## src/rtl/noc_pkg.sv

```systemverilog
// rtl/noc_pkg.sv - shared NoC module IDs, opcodes, beat lengths and arbiter state encoding
package noc_pkg;
   localparam logic [1:0] MEM  = 2'd0;
   localparam logic [1:0] SHA  = 2'd1;
   localparam logic [1:0] AES  = 2'd2;
   localparam logic [1:0] CTRL = 2'd3;

   localparam logic [3:0] RD_KEY  = 4'h1;
   localparam logic [3:0] RD_TEXT = 4'h2;
   localparam logic [3:0] WR_RES  = 4'h3;
   localparam logic [3:0] HASH_OP = 4'h4;

   localparam int HDR_BEATS = 4;
   localparam int AES_BEATS = 16;
   localparam int SHA_BEATS = 32;

   localparam logic [1:0] ST_IDLE = 2'd0;
   localparam logic [1:0] ST_BUSY = 2'd1;
   localparam logic [1:0] ST_TURN = 2'd2;
endpackage

```

## src/rtl/noc_bus_arbiter_rr_picker.sv

```systemverilog
// rtl/noc_bus_arbiter_rr_picker.sv - combinational rotating-priority picker
module rr_picker
   import noc_pkg::*;
#(
   parameter int N_REQ = 4
) (
   input  logic [N_REQ-1:0] req,
   input  logic [1:0]       rr_ptr,
   output logic [1:0]       winner,
   output logic             valid
);

   logic [1:0] idx;

   // First set bit at or above rr_ptr, wrapping past the top index.
   always_comb begin
      winner = '0;
      valid  = 1'b0;
      idx    = '0;
      for (int i = 0; i < N_REQ; i++) begin
         idx = 2'((int'(rr_ptr) + i) % N_REQ);
         if (!valid && req[idx]) begin
            valid  = 1'b1;
            winner = idx;
         end
      end
   end

endmodule

```

## src/rtl/noc_bus_arbiter.sv

```systemverilog
// rtl/noc_bus_arbiter.sv - round-robin owner arbiter for the shared 8-bit NoC bus
module noc_bus_arbiter
   import noc_pkg::*;
#(
   parameter int N_REQ     = 4,
   parameter int MAX_BEATS = 36,
   parameter int TIMEOUT   = 255
) (
   input  logic             clk,
   input  logic             rst,
   input  logic [N_REQ-1:0] req,
   input  logic [N_REQ-1:0] last,
   input  logic             bus_valid,
   input  logic             bus_ready,
   output logic [N_REQ-1:0] grant,
   output logic [1:0]       owner_id,
   output logic             bus_busy,
   output logic [5:0]       beat_cnt,
   output logic             timeout_err,
   output logic [1:0]       err_id
);

   localparam logic [5:0] MAX_B   = 6'(MAX_BEATS);
   localparam logic [7:0] TO_LIM  = 8'(TIMEOUT);
   localparam logic [1:0] LAST_ID = 2'(N_REQ - 1);
   localparam logic [N_REQ-1:0] ONE = {{(N_REQ-1){1'b0}}, 1'b1};

   logic [1:0] state;
   logic [1:0] rr_ptr;
   logic [7:0] stall;
   logic [1:0] pick_id;
   logic       pick_valid;

   logic       beat;
   logic       rel_a, rel_b, rel_c, rel_d, rel;
   logic [5:0] beat_nxt;
   logic [7:0] stall_nxt;

   rr_picker #(.N_REQ(N_REQ)) u_picker (
      .req    (req),
      .rr_ptr (rr_ptr),
      .winner (pick_id),
      .valid  (pick_valid)
   );

   assign beat      = bus_valid && bus_ready;
   assign beat_nxt  = (beat && beat_cnt < MAX_B) ? beat_cnt + 6'd1 : beat_cnt;
   assign stall_nxt = beat ? 8'd0 : ((stall == 8'hff) ? stall : stall + 8'd1);

   // The stall test uses the count already accumulated, so a beat with last
   // landing on the timeout cycle still counts as a normal release.
   assign rel_a = beat && last[owner_id];
   assign rel_b = !req[owner_id];
   assign rel_c = beat && (beat_nxt == MAX_B);
   assign rel_d = (stall >= TO_LIM);
   assign rel   = rel_a || rel_b || rel_c || rel_d;

   always_ff @(posedge clk) begin
      if (rst) begin
         state       <= ST_IDLE;
         rr_ptr      <= '0;
         stall       <= '0;
         grant       <= '0;
         owner_id    <= '0;
         bus_busy    <= 1'b0;
         beat_cnt    <= '0;
         timeout_err <= 1'b0;
         err_id      <= '0;
      end else begin
         timeout_err <= 1'b0;
         case (state)
            ST_BUSY: begin
               beat_cnt <= beat_nxt;
               stall    <= stall_nxt;
               if (rel) begin
                  grant    <= '0;
                  owner_id <= '0;
                  bus_busy <= 1'b0;
                  rr_ptr   <= (owner_id == LAST_ID) ? 2'd0 : owner_id + 2'd1;
                  state    <= ST_TURN;
                  if (rel_d && !rel_a && !rel_b && !rel_c) begin
                     timeout_err <= 1'b1;
                     err_id      <= owner_id;
                  end
               end
            end
            default: begin
               if (pick_valid) begin
                  grant    <= ONE << pick_id;
                  owner_id <= pick_id;
                  bus_busy <= 1'b1;
                  beat_cnt <= '0;
                  stall    <= '0;
                  state    <= ST_BUSY;
               end else begin
                  state <= ST_IDLE;
               end
            end
         endcase
      end
   end

endmodule

```

## config.mk

```make
export PLATFORM = sky130hd
export DESIGN_NAME = noc_bus_arbiter
export DESIGN_NICKNAME = d
export VERILOG_FILES = /design/src/rtl/noc_pkg.sv /design/src/rtl/noc_bus_arbiter_rr_picker.sv /design/src/rtl/noc_bus_arbiter.sv
export SDC_FILE = /design/constraint.sdc
export NUM_CORES = 1
export LEC_CHECK = 0
export ABC_CLOCK_PERIOD_IN_PS = 3200
export BUFFER_PORTS_ARGS = -buffer_cell sky130_fd_sc_hd__buf_4
export CAP_MARGIN = 25
export CORE_ASPECT_RATIO = 0.6
export CORE_MARGIN = 5
export CORE_UTILIZATION = 59
export DETAILED_ROUTE_END_ITERATION = 16
export PLACE_DENSITY = 0.92
export SETUP_SLACK_MARGIN = 0.02
export SKIP_CTS_REPAIR_TIMING = 1
export SYNTH_ARGS = -nofsm -noshare
export SYNTH_HDL_FRONTEND = slang
export SYNTH_SLANG_ARGS = --single-unit
```

## constraint.sdc

```tcl
create_clock -name clk -period 3.2 [get_ports clk]
set_input_delay 0.64 -clock clk [delete_from_list [all_inputs] [get_ports clk]]
set_output_delay 0.64 -clock clk [all_outputs]
set_load 0.05 [all_outputs]
```

* Yosys cells after proc, flatten, opt, wreduce, memory -nomap -nowiden *
Index checks and enable logic that the tools add are counted.

storage, ports and cells
  word-level logic and storage cells = 97
  output and inout port bits = 16
  input bits = 12
  register bits after elaboration = 28

cells by class
  $lt $le $gt $ge = 7
  reduce and logical (&&, ||, !) cells = 25
  $add $sub $neg = 6
  mux-type cells = 41
  bitwise operators = 2
  equal/unequal tests = 6
  shift operators = 1

operators with widths
  cell                 number
  $mux 8               4
  $mux 2               10
  $mux 6               3
  $lt 2x3->1 const B   5
  $mux 1               15
  $bmux 1 s2           6
  $mux 4               3
  $logic_and 1x1->1    10
  $add 8x1->8 const B  1
  $eq 8x8->1 const B   1
  $ge 8x8->1 const B   1
  $add 6x1->6 const B  1
  $eq 6x6->1 const B   1
  $logic_not 1->1      6
  $lt 6x6->1 const B   1
  $reduce_and 2->1     3
  $add 2x1->2 const B  2
  $add 2x2->2 const B  2
  $shl 1x2->4 const A  1
  $logic_or 1x1->1     3
  $ne 3x3->1 const B   1
  $reduce_and 3->1     1
  $reduce_or 3->1      1
  $eq 2x1->1 const B   1
  4 further kinds      5

* Longest topological paths before layout *
Gate-level depths: netlist (run 1).

  depth after elaboration = 15
  mapped depth = 6
  gate-level depth less buffers = 6

* Modules after synthesis *
Synthesis (run 1) repeated with hierarchy kept, for this count alone.

second synthesis, totals
  cells, all modules = 198
  area total of the unflattened synthesis = 1605.3 µm²

modules (own cells, without submodules)
  module           area each (µm²)  times used  sequential area each (µm²)  cells an instance
  noc_bus_arbiter  1527.7           1           560.5                       183
  rr_picker        77.6             1           0.0                         15

* Worst setup path after synthesis (run 1) *
Ideal clock, no wire load.

  kind = register to register
  start = register beat_cnt[0]
  end = register timeout_err
  clock period less this slack = 2.212 ns
  arrival = 2.097 ns
  path buffers = 0
  setup slack = 0.988 ns
  data required time = 3.085 ns
  stages on the path, launching flop included = 7
  setup time = 0.115 ns
  path through = dfxtp_1 ha_1 and4b_1 a32oi_1 a311o_2 and4_4 and2_1

on the way
  cells in the longest elaborated chain, start to end = 9
  elaborated cells between the ends (all ways) = 13
  those cells by class = add/sub: 1; order compare: 1; eq/ne: 1; mux: 2; bitwise: 1; reduce/logical: 7

ends and longest elaborated chain
  item                              line                   text
  start, declared                   noc_bus_arbiter.sv:18  output logic [5:0] beat_cnt,
  start signal, assigned            noc_bus_arbiter.sv:73  beat_cnt <= beat_nxt;
  $lt 6x6->1                        noc_bus_arbiter.sv:47  assign beat_nxt = (beat && beat_cnt < MAX_B) ? beat_cnt + 6'd1 : beat_cnt;
  $logic_and 1x1->1                 noc_bus_arbiter.sv:47
  $mux 6 *                          noc_bus_arbiter.sv:47
  $eq 6x6->1 *                      noc_bus_arbiter.sv:54  assign rel_c = beat && (beat_nxt == MAX_B);
  $logic_and 1x1->1 *               noc_bus_arbiter.sv:54
  $logic_or 1x1->1 (2 in series)    noc_bus_arbiter.sv:56  assign rel = rel_a || rel_b || rel_c || rel_d;
  $not 1->1 (no source line)        n/a
  $reduce_or 3->1 (no source line)  n/a
  end signal, assigned              noc_bus_arbiter.sv:67  timeout_err <= 1'b0;
  end signal, assigned              noc_bus_arbiter.sv:70  timeout_err <= 1'b0;
  end signal, assigned              noc_bus_arbiter.sv:82  timeout_err <= 1'b1;
  end, declared                     noc_bus_arbiter.sv:19  output logic timeout_err,

Every way passes the cells marked *; elsewhere a longest branch is shown, timed or not.
A chain may end at the register's enable or synchronous reset.

* Worst setup path after layout (run 1) *
  start = register beat_cnt[0]
  end = register state[1]

on the way
  cells in the longest elaborated chain, start to end = 8
  elaborated cells between the ends (all ways) = 9
  those cells by class = add/sub: 1; order compare: 1; eq/ne: 2; mux: 1; reduce/logical: 4

ends and longest elaborated chain
  item                              line                   text
  $lt 6x6->1                        noc_bus_arbiter.sv:47
  $logic_and 1x1->1                 noc_bus_arbiter.sv:47
  $mux 6 *                          noc_bus_arbiter.sv:47
  $eq 6x6->1 *                      noc_bus_arbiter.sv:54
  $logic_and 1x1->1 *               noc_bus_arbiter.sv:54
  $logic_or 1x1->1 * (2 in series)  noc_bus_arbiter.sv:56
  $ne 2x2->1 (no source line) *     n/a
  end signal, assigned              noc_bus_arbiter.sv:60  state <= ST_IDLE;
  end signal, assigned              noc_bus_arbiter.sv:80  state <= ST_TURN;
  end signal, assigned              noc_bus_arbiter.sv:94  state <= ST_BUSY;
  end, declared                     noc_bus_arbiter.sv:28  logic [1:0] state;

Marked as above.

==> run metrics, run 1 <==
Slew @ Worst Pin=0.775 ns; antenna viol nets, final=0; Setup CP Type=reg -> reg; cell row count=14; GR Overflow Total=0; cell count after synthesis=201; largest fanout on the critical path=9; GP Congestion=0.881; routed wl met3=418 um; cells on worst reg2reg path=6; wire per inst=16.3 um; Max Clock Freq=476 MHz; IO buf count=27; initial antenna violation count=0; Slew Limit Fails=0; Critical Path, Cell by Cell=ha_1, and4b_1, a32oi_1, a311o_2, a21oi_1, and2_1; ANT cells=0; Num Clock Sinks=28; synth warn=0; Worst Setup Start Kind=flop; Leakage=0.734 nW; clk buf depth=2; Layout area overhead=17.1%; Pwr Total=0.000813 W; fin crit period=2.10 ns; final setup violating endpoints=0; max incr delay on CP=0.49 ns; Mean Syn Cell Area=8.15 um2; Total Die Area=3960 um2; Worst Path Arrival=2.32 ns; cell area after layout=1920 um2; fraction of layout cells with a size suffix above 1=18.1%; CTS buffer count=3; Multi-input gate area=1010 um2; Power Density=424 nW/um2; setup ws final=1.10 ns; Sw Pwr=0.000228 W; Slew HR=47.9%; Clk pwr share=34.6%; Post-Syn Area=1640 um2; Min Hold Slack=0.473 ns; Reg area=561 um2; unrepaired setup endpoints after global routing=no; final period utilization=65.6%; number of synthesized flops with an enable pin=0; Sw Share=28.1%; Vias/cell=6.45; Primary FF master, synth=dfxtp_1; sequential area share after synthesis=34.2%; maxcap violations=0; maximum VDD drop=0.320 mV; via count=1663; hold depth=2; Tightest Hold Check Type=reg -> reg; number of global-route vias before repair=1428; r2r setup slk=1.10 ns; CTS tree=built; routed wl met2=1710 um; max layer used=met4; DRT iter0 DRCs=150; H-Tree Depth=1; FF+latch count, synth=28; Internal Power=0.000585 W; syn nets=216; met1 WL=2050 um; placed inst area=1850 um2; CP max stage cell=dfxtp_1; Netlist cell types=48; Initial Utilization=63.6%; dpl hpwl=3000 um; Setup TNS=0 ns; first-pass GRT wire length=6870 um; WP data required=3.42 ns; endpoints failing hold=0; pre-CTS WS=0.986 ns; Worst-Skew Late Latency=0.28 ns; clock root buffer=clkbuf_8; Initial DRT Pass Iterations=5; nets=242; Die Wd=78.0 um; drt drc=0; asr flop ratio synth=0%; largest net degree at the start of global routing=25; clock-pin slew on the worst setup and hold paths=0.10 ns; Comb power frac=19.7%; core outline area=2570 um2; outcome=finished clean; Post-Route WL=4220 um; Worst Skew=0.00350 ns; power share of the sequential group=45.7%; Fillers=182; die height=50.8 um; CP endpoint kind=flop; I/O pin cnt=28; global-route usage over all layers=21.4%
[flip-flops by register name (all words and copies together), names as in the netlist]
name and count:
beat_cnt 6, bus_busy 1, err_id 2, grant 4, owner_id 2, rr_ptr 2, stall 8, state 2
timeout_err 1
[final cells by class]
cell class                 instances  area share, %
clock buffer                       3           2.15
sequential                        28           29.2
tap                               32           2.09
multi-input combinational        161           52.8
clock inverter                     1           1.57
timing repair buffer              29           11.4
inverter                           4          0.783
[worst max-delay path: cells and delay by family, from the launching register on]
kind            cells  cell delay, ns
compound gates      3            0.81
simple gates        2            0.43
flops               1            0.49
fa+ha+maj           1            0.32
[synthesized netlist by cell type (all sizes together) (5+ instances only)]
master,number,area [um2]
o21ai,9,45.0
and3,6,37.5
nand2,14,52.6
nand3,7,47.6
a211oi,5,37.5
nor2,27,101
nand4,5,31.3
buf,5,37.5
mux2i,5,50.1
dfxtp,28,561
a21oi,24,120
[power by group through the flow]
stage                     Sequential (W)  Clock [W]  Combinational, W
final                           0.000372   0.000281          0.000160
after global routing            0.000373   0.000304          0.000174
after floorplan                 0.000398          0         0.0000903
after CTS                       0.000371   0.000282          0.000158
after global placement          0.000379          0          0.000155
after detailed placement        0.000379          0          0.000157
[logic make-up after synthesis]
kind of cell               synth area share [%]
adders and majority gates                  2.29
buffers and inverters                      3.90
muxes                                      3.06
and+or+nand+nor                            30.7
AOI/OAI and AO/OA                          25.8
DFF                                        34.2
[path summary, 6_finish.rpt]
kind / from / to
min reg2reg: err_id[1]$_SDFFE_PP0P_ / err_id[1]$_SDFFE_PP0P_
max reg2reg: beat_cnt[0]$_SDFFE_PP0P_ / state[1]$_SDFFE_PP0P_
min: err_id[1]$_SDFFE_PP0P_ / err_id[1]$_SDFFE_PP0P_
max: beat_cnt[0]$_SDFFE_PP0P_ / state[1]$_SDFFE_PP0P_
[layer usage]
layer	GRT usage (%)	vias up
met5	0	-
met3	5.09	6
met1	33.6	755
li1	-	815
met2	28.8	87
met4	4.78	0
[placed cells by master, fill, tap and decap left out, types with 2 or more instances in the layout]
cell type,count
dfxtp_1,28
a211oi_1,5
o31a_1,2
inv_1,4
a32oi_1,2
nand4_1,5
nor4_1,4
mux2i_1,5
nor2b_1,4
or3_1,2
o21ai_0,8
nand2_1,14
nand2b_1,4
and3_1,6
buf_4,29
a311oi_1,2
clkbuf_8,3
and2_1,4
nor2_1,27
a31oi_1,2
nand3b_1,3
o211ai_1,2
a21oi_1,24
nand3_1,6
ha_1,3
and4b_1,2
or4_1,3
nor3_1,3
[through the flow]
step | utilization (%) | instances
floorplan | - | 201
global placement | 71.7 | 254
detailed placement | 71.7 | 254
CTS | 74.5 | 258
global route | 74.5 | 258
finish | 74.5 | 258
Power figures use the tool's default switching activity.
==> run 2: changes to the inputs <==
- ABC_CLOCK_PERIOD_IN_PS: 3200 -> 1900
- CORE_UTILIZATION: 59 -> 50
- PLACE_DENSITY: 0.92 -> 0.84
- clock period: 3.2 -> 1.9 ns (I/O delays scaled with it)
==> run 2 against run 1 <==
Global-route usage shrank 2.7 points. Cell count grew 14%. Utilization shrank 7.0 points. Routed wire length grew 6.2%. Flip-flop and latch count is the same. Final area grew 13%. Clock power grew 53%. Via count grew 5.2%. Largest power group unchanged.
==> run metrics, run 2 (synthesized netlist as in run 1, its figures left out) <==
DRT iter0 DRCs=154; largest fanout on the critical path=7; Worst Setup Start Kind=flop; fraction of layout cells with a size suffix above 1=30.4%; nets=266; Sw Share=29.7%; wire per inst=15.2 um; Slew Limit Fails=0; core outline area=3200 um2; Sw Pwr=0.000402 W; dpl cells=282; max reg flops=8; Setup CP Type=reg -> reg; H-Tree Depth=1; Worst Skew=0.00634 ns; dpl hpwl=3100 um; Die Wd=83.9 um; Post-Route WL=4480 um; die height=54.3 um; first-pass GRT wire length=6820 um; Min Hold Slack=0.446 ns; drt drc=0; Vias/cell=5.93; Max Clock Freq=544 MHz; CP endpoint kind=flop; WP data required=2.09 ns; clk buf depth=2; largest reg by FF count=stall; initial antenna violation count=0; antenna viol nets, final=0; Power Density=625 nW/um2; global-route usage over all layers=18.6%; cell row count=16; I/O pin cnt=28; Leakage=0.862 nW; GR Overflow Total=0; CTS tree=built; Worst-Skew Late Latency=0.28 ns; via count=1749; clock root buffer=clkbuf_8; GP Congestion=0.902; Comb power frac=22.4%; largest net degree at the start of global routing=25; final setup violating endpoints=0; maxcap violations=0; IO buf count=27; clock-pin slew on the worst setup and hold paths=0.10 ns; unrepaired setup endpoints after global routing=yes; Tightest Hold Check Type=in -> reg; Slew @ Worst Pin=0.532 ns; fin crit period=1.84 ns; Clk pwr share=31.8%; Initial DRT Pass Iterations=4; commonest cells after routing, fill and taps aside=buf_4 (53), nor2_1 (26), a21oi_1 (23); Fillers=267; Worst Path Arrival=2.03 ns; ANT cells=0; Non-Filler Instances=295; Num Clock Sinks=28; number of global-route vias before repair=1373; Layout area overhead=31.9%; Initial Utilization=51.1%; endpoints failing hold=0; final period utilization=96.8%; Slew HR=64.6%; Total Die Area=4560 um2; commonest non-fill, non-tap cell in the layout=buf_4; CTS buffer count=3; largest registers=stall: 8 flops, beat_cnt: 6 flops, grant: 4 flops; maximum VDD drop=0.470 mV; outcome=finished clean; Internal Power=0.000950 W; power share of the sequential group=45.7%
==> run 2: cell count changes in the layout (fill, tap and decap cells not counted), moves of 2 or more <==
cell	change
buf_4	+24
dfxtp_1	-7
dfxtp_4	+5
dfxtp_2	+2
==> run 2: worst paths after layout <==
path | start | endpoint | slack (ns) | cells past startpoint
max | beat_cnt[1]$_SDFFE_PP0P_ | timeout_err$_SDFF_PP0_ | 0.06 | 6
max reg2reg | beat_cnt[1]$_SDFFE_PP0P_ | timeout_err$_SDFF_PP0_ | 0.06 | 6
min reg2reg | err_id[0]$_SDFFE_PP0P_ | err_id[0]$_SDFFE_PP0P_ | 0.47 | 2
min | rst | beat_cnt[1]$_SDFFE_PP0P_ | 0.45 | 2
==> run 2: metal layers <==
metal  vias up  GRT usage (%)  part of all wire (%)
met1       819           27.5                    50
met4         0           1.60                  0.98
met5         -              0                     0
li1        864              -                     -
met3         8           5.11                   6.8
met2        58           28.0                    42
==> run 2: final cells by class <==
type	instances	area, um2	area share (%)
sequential	28	582	26.9
tap	45	56.3	2.61
inverter	4	15.0	0.695
clock buffer	4	66.3	3.07
multi-input combinational	161	1040	48.3
timing repair buffer	53	398	18.4
==> run 2: critical path: stages, from the launching register on <==
cell and delay (ns):
dfxtp_4 0.37, ha_4 0.18, and3b_2 0.23, nand3_1 0.07, a311o_2 0.50, and4_4 0.25
and2_1 0.15
==> run 2: power groups by stage <==
stage	Combinational (W)	Sequential (W)	Clock (W)
finish	0.000303	0.000618	0.000430
global route	0.000332	0.000621	0.000464
CTS	0.000293	0.000620	0.000433
detailed placement	0.000292	0.000633	0
global placement	0.000287	0.000633	0
floorplan	0.000152	0.000666	0
==> run 2: through the flow <==
step                TNS, ns  setup WS, ns  util [%]  total power (W)  instance area (um2)
floorplan                 0        0.0293         -         0.000818                 1650
global placement          0       0.00243      62.2         0.000920                 1990
finish                    0        0.0605      67.5          0.00135                 2160
detailed placement  -0.0285       -0.0285      62.2         0.000926                 1990
global route              0        0.0101      67.5          0.00142                 2160
CTS                       0       0.00835      64.3          0.00135                 2060
==> run 3: changes to the inputs <==
- ABC_AREA: not set -> 1
- PLACE_DENSITY: 0.84 -> 0.75
==> run 3 against run 2 <==
Final area rose by 2.8%. First-iteration DRC count shrank 40%. Synthesized cell count up 39%. Area after synthesis increased by 6.3%. Register-to-register slack improved by 0.08 ns. Die area increased by 5.3%. Maximum frequency increased by 4.8%. Flip-flop and latch count did not move. Critical endpoint is now stall[2]$_SDFFE_PP0P_. Highest routed layer unchanged.
==> run metrics, run 3 <==
outcome=finished clean; Post-Syn Area=1740 um2; Worst-Skew Late Latency=0.28 ns; met2 usage=23.5%; Mean Syn Cell Area=6.24 um2; DRT iter0 DRCs=93; asr flop ratio synth=0%; die height=55.7 um; I/O pin cnt=28; WP data required=2.12 ns; initial antenna violation count=0; Num Clock Sinks=28; Tightest Hold Check Type=reg -> reg; Util after Layout=67.3%; number of synthesized flops with an enable pin=0; wire per inst=11.9 um; syn nets=294; global route hottest layer=met1; max reg flops=8; unrepaired setup endpoints after global routing=no; Slew HR=79.2%; dpl cells=353; Die Wd=86.2 um; final setup violating endpoints=0; Slew Limit Fails=0; CTS buffer count=3; Leakage=1.02 nW; Worst Path Arrival=1.97 ns; dpl hpwl=3240 um; cell taking the most area after synthesis=dfxtp_1; clock-pin slew on the worst setup and hold paths=0.10 ns; GR met1 Demand/Resource=28.9%; Initial Utilization=52.7%; CTS tree=built; Critical Path, Cell by Cell=buf_8, nand2_1, nand2_2, nand2_1, nand2_1, nor2_4, nand2_2, o21ai_4, inv_2, nor2_8, nand2_1, a21oi_1; global-route usage over all layers=18.0%; Vias/cell=5.09; Layout area overhead=27.7%; Initial DRT Pass Iterations=4; max incr delay on CP=0.35 ns; cell count after synthesis=279; commonest non-fill, non-tap cell in the layout=nand2_1; Comb power frac=58.9%; Max Clock Freq=570 MHz; clock root buffer=clkbuf_8; largest fanout on the critical path=10; Internal Power=0.00144 W; first-pass GRT wire length=7020 um; number of global-route vias before repair=1519; core outline area=3300 um2; drt drc=0; Total Die Area=4800 um2; Setup CP Type=reg -> reg; synth warn=0; Power Density=1260 nW/um2; largest net degree at the start of global routing=16; commonest cells after routing, fill and taps aside=nand2_1 (86), buf_4 (38), nand3_1 (31); Area contributors post-synth=dfxtp_1 (32%), nand2_1 (20%), nand3_1 (9.2%); power share of the sequential group=27.6%; GP Congestion=0.883; Primary FF master, synth=dfxtp_1; cell row count=16; largest registers=stall: 8 flops, beat_cnt: 6 flops, grant: 4 flops; clk buf depth=2; Reg area=577 um2; critical path's most frequent cell=nand2_1; endpoints failing hold=0; routing usage on met3=4.73%; fraction of layout cells with a size suffix above 1=27.4%; Sw Pwr=0.00136 W; via count=1842; Multi-input gate area=1100 um2; Min Hold Slack=0.461 ns; nets=333; GR Overflow Total=0; Slew @ Worst Pin=0.311 ns; Worst Skew=0.00254 ns; Fillers=305; Worst Setup Start Kind=flop; sequential area share after synthesis=32.2%; maxcap violations=0; Netlist cell types=26; Yosys top cell area share=32.2%; CP endpoint kind=flop; FF+latch count, synth=28; largest reg by FF count=stall; count leader, synth=nand2_1; fin crit period=1.75 ns; IO buf count=27; Sw Share=48.5%; H-Tree Depth=1; CP max stage cell=dfxtp_2; Post-Route WL=4310 um; most frequent cells after synthesis=nand2_1 (91), nand3_1 (32), nor2_1 (30); ANT cells=0; maximum VDD drop=0.829 mV; antenna viol nets, final=0; Clk pwr share=13.6%; final period utilization=92.4%; Non-Filler Instances=362
==> run 3: changes by cell type after synthesis, sizes merged, moves of 4 or more <==
cell,before,now
nand3,7,32
and2,4,0
inv,4,30
a21oi,24,20
nor4,4,0
and3,6,0
nor2b,4,0
mux2i,5,0
nand2,14,100
nand2b,4,0
nor2,27,34
a211oi,5,0
o21ai,9,13
==> run 3: metrics by stage <==
step / worst slack (ns) / TNS [ns] / power [W] / cell area (um2)
after floorplan: 0.0297 / 0 / 0.00191 / 1750
after global placement: -0.0211 / -0.0319 / 0.00228 / 2040
after detailed placement: -0.0306 / -0.0618 / 0.00227 / 2040
after CTS: -0.0561 / -0.205 / 0.00265 / 2090
after global routing: 0.0142 / 0 / 0.00301 / 2220
final: 0.145 / 0 / 0.00280 / 2220
==> run 3: cell families after synthesis <==
group	Yosys count	synth area share, %
AOI/OAI and AO/OA	34	10.7
xor gates and xnor gates	2	1.01
adders and majority gates	3	2.16
buffers and inverters	37	8.99
DFF	28	32.2
and+or+nand+nor	175	44.9
==> run 3: critical path: cells and delay by family, from the launching register on <==
family	cells	cell delay, ns
and+or+nand+nor	8	0.79
buffers and inverters	2	0.23
AOI/OAI and AO/OA	2	0.33
DFF	1	0.35
==> run 3: final timing paths <==
path	from	slack (ns)	end	depth (start not counted)
setup / recovery	rr_ptr[0]$_SDFFE_PP0P_	0.15	stall[2]$_SDFFE_PP0P_	12
hold / removal	err_id[1]$_SDFFE_PP0P_	0.46	err_id[1]$_SDFFE_PP0P_	2
setup reg to reg	rr_ptr[0]$_SDFFE_PP0P_	0.15	stall[2]$_SDFFE_PP0P_	12
hold reg to reg	err_id[1]$_SDFFE_PP0P_	0.46	err_id[1]$_SDFFE_PP0P_	2
==> run 3: power groups by stage <==
stage               clock [W]  combinational [W]  sequential [W]
floorplan                   0           0.000932        0.000977
global placement            0            0.00151        0.000769
detailed placement          0            0.00150        0.000768
CTS                  0.000385            0.00151        0.000755
global route         0.000412            0.00181        0.000784
finish               0.000380            0.00165        0.000771
==> run 3: final cells by class <==
type	count	area share (%)
well taps	45	2.53
multi-input cells	214	49.4
flip-flops and latches	28	26.0
inverters	31	5.24
clock buffers	4	2.48
repair buffers	40	14.4
==> run 3: routing by layer <==
layer | wire length, um | share of wire [%] | vias up
met1 | 2320 | 54 | 819
met5 | 0 | 0 | -
li1 | - | - | 968
met3 | 303 | 7.0 | 2
met4 | 22 | 0.51 | 0
met2 | 1670 | 39 | 53
